## src/rtl/chan_tx_arbiter.sv

```systemverilog
// Round-robin arbiter sharing one tx chain among NUM_CHAN packet readers.
// A grant is held across a whole burst and muxes the owner's I/Q/empty onto the chain.
module chan_tx_arbiter #(
    parameter int          NUM_CHAN   = 4,
    parameter logic [31:0] MAX_HOLD   = 32'd65536,
    parameter logic [3:0]  GAP_CYCLES = 4'd2
) (
    input  logic                     tx_clock,
    input  logic                     reset,
    input  logic [NUM_CHAN-1:0]      pkt_waiting_in,
    input  logic [NUM_CHAN-1:0]      skip_in,
    input  logic [NUM_CHAN-1:0]      burst_in,
    input  logic [NUM_CHAN-1:0]      tx_empty_in,
    input  logic [16*NUM_CHAN-1:0]   tx_i_in,
    input  logic [16*NUM_CHAN-1:0]   tx_q_in,
    output logic [NUM_CHAN-1:0]      pkt_waiting_out,
    output logic [NUM_CHAN-1:0]      grant,
    output logic [2:0]               owner,
    output logic [15:0]              tx_i,
    output logic [15:0]              tx_q,
    output logic                     tx_empty,
    output logic                     timeout,
    output logic [15:0]              debug
);

    localparam logic [1:0] ST_IDLE    = 2'd0;
    localparam logic [1:0] ST_GRANT   = 2'd1;
    localparam logic [1:0] ST_RELEASE = 2'd2;
    localparam logic [1:0] ST_GAP     = 2'd3;

    logic [1:0]          state;
    logic [31:0]         hold_cnt;
    logic [3:0]          gap_cnt;
    logic                any_req;
    logic                sel_found;
    logic [2:0]          sel_idx;
    logic [NUM_CHAN-1:0] sel_onehot;
    logic                own_skip;
    logic                own_burst;
    logic                own_empty;
    logic [15:0]         own_i;
    logic [15:0]         own_q;
    logic                hold_expired;

    assign any_req         = |pkt_waiting_in;
    assign pkt_waiting_out = pkt_waiting_in & grant;
    assign hold_expired    = (MAX_HOLD != 32'd0) && (hold_cnt == MAX_HOLD - 32'd1);
    assign debug           = {8'(grant), owner, state, hold_expired, any_req, 1'b0};

    // Scan owner+1, owner+2, ... so the last owner has lowest priority.
    always_comb begin
        sel_found  = 1'b0;
        sel_idx    = owner;
        sel_onehot = '0;
        for (int i = 1; i <= NUM_CHAN; i++) begin
            for (int k = 0; k < NUM_CHAN; k++) begin
                if (!sel_found && pkt_waiting_in[k] && (((int'(owner) + i) % NUM_CHAN) == k)) begin
                    sel_found = 1'b1;
                    sel_idx   = 3'(k);
                end
            end
        end
        for (int k = 0; k < NUM_CHAN; k++) begin
            sel_onehot[k] = (sel_idx == 3'(k));
        end
    end

    always_comb begin
        own_skip  = 1'b0;
        own_burst = 1'b0;
        own_empty = 1'b1;
        own_i     = '0;
        own_q     = '0;
        for (int k = 0; k < NUM_CHAN; k++) begin
            if (int'(owner) == k) begin
                own_skip  = skip_in[k];
                own_burst = burst_in[k];
                own_empty = tx_empty_in[k];
                own_i     = tx_i_in[16*k +: 16];
                own_q     = tx_q_in[16*k +: 16];
            end
        end
    end

    always_ff @(posedge tx_clock or negedge reset) begin
        if (!reset) begin
            state    <= ST_IDLE;
            grant    <= '0;
            owner    <= 3'(NUM_CHAN - 1);
            hold_cnt <= '0;
            gap_cnt  <= '0;
            timeout  <= 1'b0;
        end else begin
            timeout <= 1'b0;
            case (state)
                ST_IDLE: begin
                    if (any_req) begin
                        grant    <= sel_onehot;
                        owner    <= sel_idx;
                        hold_cnt <= '0;
                        state    <= ST_GRANT;
                    end
                end
                ST_GRANT: begin
                    if (hold_cnt != 32'hFFFF_FFFF) begin
                        hold_cnt <= hold_cnt + 32'd1;
                    end
                    // A skip always takes precedence over the hold timeout.
                    if (own_skip && own_burst) begin
                        hold_cnt <= '0;
                    end else if (own_skip) begin
                        grant <= '0;
                        state <= ST_RELEASE;
                    end else if (hold_expired) begin
                        grant   <= '0;
                        timeout <= 1'b1;
                        state   <= ST_RELEASE;
                    end
                end
                ST_RELEASE: begin
                    grant   <= '0;
                    gap_cnt <= GAP_CYCLES;
                    state   <= ST_GAP;
                end
                ST_GAP: begin
                    if (gap_cnt == 4'd0) begin
                        state <= ST_IDLE;
                    end else begin
                        gap_cnt <= gap_cnt - 4'd1;
                    end
                end
                default: state <= ST_IDLE;
            endcase
        end
    end

    // Output register stage: one cycle behind the registered grant.
    always_ff @(posedge tx_clock or negedge reset) begin
        if (!reset) begin
            tx_i     <= '0;
            tx_q     <= '0;
            tx_empty <= 1'b1;
        end else if (|grant) begin
            tx_i     <= own_i;
            tx_q     <= own_q;
            tx_empty <= own_empty;
        end else begin
            tx_i     <= '0;
            tx_q     <= '0;
            tx_empty <= 1'b1;
        end
    end

endmodule

```

## config.mk

```make
export PLATFORM = sky130hd
export DESIGN_NAME = chan_tx_arbiter
export DESIGN_NICKNAME = d
export VERILOG_FILES = /design/src/rtl/chan_tx_arbiter.sv
export SDC_FILE = /design/constraint.sdc
export NUM_CORES = 1
export LEC_CHECK = 0
export ABC_AREA = 1
export CAP_MARGIN = 10
export CELL_PAD_IN_SITES_DETAIL_PLACEMENT = 2
export CELL_PAD_IN_SITES_GLOBAL_PLACEMENT = 2
export CORE_MARGIN = 1
export CORE_UTILIZATION = 25
export CTS_BUF_LIST = sky130_fd_sc_hd__clkbuf_16
export DETAILED_ROUTE_END_ITERATION = 10
export PLACE_DENSITY_LB_ADDON = 0.1
export SYNTH_ARGS = -nofsm -noshare
export SYNTH_HDL_FRONTEND = slang
export SYNTH_SLANG_ARGS = --single-unit
export TNS_END_PERCENT = 30
```

## constraint.sdc

```tcl
create_clock -name tx_clock -period 6.78 [get_ports tx_clock]
set_input_delay 2.034 -clock tx_clock [delete_from_list [all_inputs] [get_ports tx_clock]]
set_output_delay 2.034 -clock tx_clock [all_outputs]
set_load 0.03 [all_outputs]
```

**After elaboration in Yosys (flattened, before gate mapping)**

Cells that the tools add are included.
W data, S select, Z words.

- Latch bits: 0
- Output and inout port bits: 61
- Memory bits (read-only): 0
- Register bits after elaboration: 79
- Memories: 0
- RAM bits: 0
- Input bits: 146
- Word-level logic and storage cells: 193

- Magnitude comparators: 0
- Eq/ne operators: 29
- Shift operators: 0
- Bitwise operators: 5
- Multiplexer cells: 75
- Add/sub/neg operators: 6
- Div/mod/pow operators: 0
- Reductions and logical operators: 69
- Multipliers: 0

Operators by type and width:

| cell | count |
|---|---|
| $mux W16 | 10 |
| $logic_not A32 Y1 | 4 |
| $mux W32 | 3 |
| $pmux W32 S2 | 1 |
| $mux W3 | 16 |
| $add A32 B1 Y32 const B | 1 |
| $eq A32 B16 Y1 const B | 1 |
| $logic_and A1 B1 Y1 | 32 |
| $mux W1 | 32 |
| $ne A32 B32 Y1 const B | 1 |
| $eq A3 B3 Y1 const B | 10 |
| $eq A3 B2 Y1 const B | 7 |
| $mux W4 | 5 |
| $logic_not A1 Y1 | 15 |
| $pmux W4 S3 | 1 |
| $mux W2 | 5 |
| $ne A2 B2 Y1 const B | 4 |
| $pmux W2 S4 | 1 |
| $pmux W4 S2 | 1 |
| $reduce_and A4 Y1 | 2 |
| $reduce_or A2 Y1 | 4 |
| $reduce_or A4 Y1 | 2 |
| $logic_not A3 Y1 | 2 |
| $ne A3 B3 Y1 const B | 2 |
| other kinds (14) | 22 |

**Longest topological paths before layout**

- Depth in word-level cells: 69
- Gate-level depth with buffers: 16
- Gate-level depth less buffers: 15

**Worst setup path before layout**

OpenSTA, ideal clock, no wires.

- Path kind: input port to output port
- Start: input port pkt_waiting_in[3]
- End: output port debug[1]
- Buffers on the path: 1
- Data arrival time: 2599 ps
- Stages: 3
- Slack: 2147 ps
- Required time: 4746 ps
- Path through: nor4_1 -> inv_1 -> buf_4

- Cells in the longest elaborated chain, start to end: 1

Ends and longest elaborated chain:

| item | line | text |
|---|---|---|
| start, declared | 10 | `input logic [NUM_CHAN-1:0] pkt_waiting_in,` |
| $reduce_or A4 Y1 | 45 | `assign any_req = \|pkt_waiting_in;` |
| end, declared | 23 | `output logic [15:0] debug` |

No other way between the ends.

**Worst setup path in the final report**

- Start: input port pkt_waiting_in[0]
- End: output port debug[1]

Same word-level chain as after synthesis.

==> impl_metrics.json <==
{
  "vias": 5480,
  "grt_max_degree": 60,
  "drt_iter0_markers": 176,
  "synth_cells": 654,
  "max-vdd-ir-drop_uv": 118,
  "core_sq_um": 19500,
  "dieHeight_um": 143,
  "ctsHoldBuffers": 0,
  "ys_ff_latch": 79,
  "synthTopCellsByArea": "dfrtp_1 38%, nand2_1 8.0%, nor2_1 5.9%, a22oi_1 4.7%, inv_1 4.7%",
  "drt_pass1_iterations": 4,
  "period_minus_slack_ns": 5.76,
  "syn_area_sq_um": 5000,
  "regToRegSetupSlack_ns": 2.69,
  "syn_area_per_cell_sq_um": 7.65,
  "post_cts_buffers": 0,
  "timing_hold_violations_final": 0,
  "clock.fmax_ghz": 0.174,
  "path_class": "input pin to primary output",
  "n_fill_cell": 2262,
  "rows": 51,
  "stdcell_count": 1105,
  "ys_types": 49,
  "cts.clk_slew.worst_paths_ns": 0.07,
  "globalRoute.totalOverflow": 0,
  "cp-end-kind": "primary output",
  "yosysTopAreaCell": "dfrtp_1",
  "die_x_um": 143,
  "initial_utilization_pct": 25.6,
  "cp_max_fo": 5,
  "cts-htree-levels": 3,
  "grt_pass1_vias": 6329,
  "drive_gt1_share_pct": 6.32,
  "cts-root-buf": "clkbuf_16",
  "relSlewSlack_pct": 33.6,
  "hpwlAfterDp_um": 17400,
  "yosysWarnings": 0,
  "worstMarginPinSlew_ns": 0.993,
  "placedCellCount": 1087,
  "grt_first_pass_wirelength_um": 34700,
  "cts_tree": "yes",
  "grt.total_usage_pct": 22.4,
  "antenna_found_initial": 2,
  "dieArea_sq_um": 20600,
  "maxCapViolations": 0,
  "synth_edf_count": 0,
  "seq_area_frac_synth_pct": 39.6,
  "synthTopCellsByCount": "107 x nand2_1, 78 x nor2_1, 76 x dfrtp_1",
  "rsz0062_at_grt": "no",
  "nNetsFinal": 987,
  "cts_resized": 0,
  "via_per_inst": 4.96,
  "hp-class": "register to register",
  "cts.sinks": 79,
  "wl_um": 22000,
  "yosysTopAreaCellShare_pct": 38.0,
  "powerDensity_nw_per_um2": 352,
  "skew_ns": 0.00940,
  "numCtsBuffers": 9,
  "final.period_utilization_pct": 84.9,
  "synth_most_common_cell": "nand2_1",
  "clock_latency_ns": 0.35,
  "power_w": 0.00262,
  "critPathLaunchType": "input pin",
  "max-clock-path-buffers": 2,
  "setup_violations": 0,
  "ant_nets": 0,
  "setup_tns_ns": 0,
  "power.leakage_nw": 3.05,
  "io_pins": 207,
  "slew_violations": 0,
  "crit_required_ns": 4.75,
  "synthFlopType": "dfrtp_1",
  "finalWeightedCongestion": 0.827,
  "outcome": "finished clean",
  "syn_to_final_growth_pct": 48.7,
  "routedWlPerCell_um": 19.9,
  "cp.arrival_ns": 3.72,
  "portBuffers": 201,
  "drc": 0,
  "synth_async_sr_flop_share_pct": 100
}
sequential cells by signal, indices dropped and copies added (netlist names):
name and flops:
tx_q 16, state 2, hold_cnt 32, timeout 1
tx_empty 1, owner 3, tx_i 16, grant 4
gap_cnt 4
layout by cell type, fill, tap and decap left out, types with 7 or more instances in the layout:
| cell | netlist | final |
|---|---|---|
| ha_1 | 8 | 8 |
| a21oi_1 | 42 | 42 |
| xor2_1 | 7 | 7 |
| nand2_1 | 107 | 107 |
| inv_1 | 62 | 63 |
| a211oi_1 | 30 | 30 |
| nor2_1 | 78 | 78 |
| nor4_1 | 10 | 9 |
| nand3_1 | 32 | 32 |
| dfrtp_1 | 76 | 76 |
| clkbuf_16 | 0 | 9 |
| o21ai_0 | 31 | 31 |
| a22oi_1 | 31 | 31 |
| nand4_1 | 16 | 16 |
| nor3_1 | 22 | 22 |
| clkdlybuf4s50_1 | 0 | 200 |
worst paths after layout:
path	start	to	cells past startpoint
setup / recovery	pkt_waiting_in[0]	debug[1]	4
hold / removal	gap_cnt[2]	gap_cnt[2]	1
setup reg to reg	owner[0]	hold_cnt[29]	13
hold reg to reg	gap_cnt[2]	gap_cnt[2]	1
max in group asynchronous	reset	tx_q[13]	2
min in group asynchronous	reset	hold_cnt[11]	1
cells by family (layout without fill, tap and decap cells):
logic type	count (synthesis)	count (layout)	synth area share [%]
AOI/OAI and AO/OA	152	152	19.0
buffers and inverters	109	289	9.82
DFF	79	79	39.6
other	1	7	0.0749
adders and majority gates	8	8	2.00
muxes	1	1	0.200
and+or+nand+nor	291	291	27.1
xor gates and xnor gates	13	13	2.28
report_power, final:
part | leakage, nW | internal (W) | total (W) | switching (W)
Sequential | 1.06 | 0.000580 | 0.000653 | 0.0000722
Combinational | 1.85 | 0.000502 | 0.00150 | 0.00100
Clock | 0.137 | 0.000249 | 0.000461 | 0.000213
Total | 3.05 | 0.00133 | 0.00262 | 0.00129
metrics by stage:
stage | setup slack (ns) | hold slack [ns] | utilization, % | instance area, sq um
2_1_floorplan | 2.15 | 0.445 | - | 5020
5_1_grt | 0.888 | 0.524 | 38.1 | 7440
3_5_place_dp | 1.04 | 0.497 | 36.7 | 7160
4_1_cts | 1.03 | 0.510 | 38.1 | 7440
3_3_place_gp | 1.06 | 0.461 | 36.7 | 7160
6_report | 1.02 | 0.496 | 38.1 | 7440
metal layers:
metal | global-route usage [%] | part of all wire, % | routed length, um | vias up
li1 | - | - | - | 2571
met1 | 24.0 | 40 | 8690 | 2738
met2 | 41.0 | 52 | 11400 | 146
met3 | 6.83 | 6.1 | 1330 | 25
met4 | 8.34 | 2.3 | 512 | 0
met5 | 0 | 0 | 0 | -
worst max-delay path: stages:
cell	delay [ns]
clkdlybuf4s50_1	0.53
nor4_1	0.44
inv_1	0.10
clkdlybuf4s50_1	0.61
final cells by class:
class	instances	area (sq um)	area share (%)
Sequential cell	79	1980	26.6
Timing Repair Buffer	204	2030	27.3
Antenna cell	2	5.00	0.0673
Multi-Input combinational cell	470	2550	34.3
Inverter	69	262	3.51
Clock buffer	9	225	3.03
Clock inverter	7	51.3	0.689
Tap cell	265	332	4.46
(Power assumes the default switching activity.)
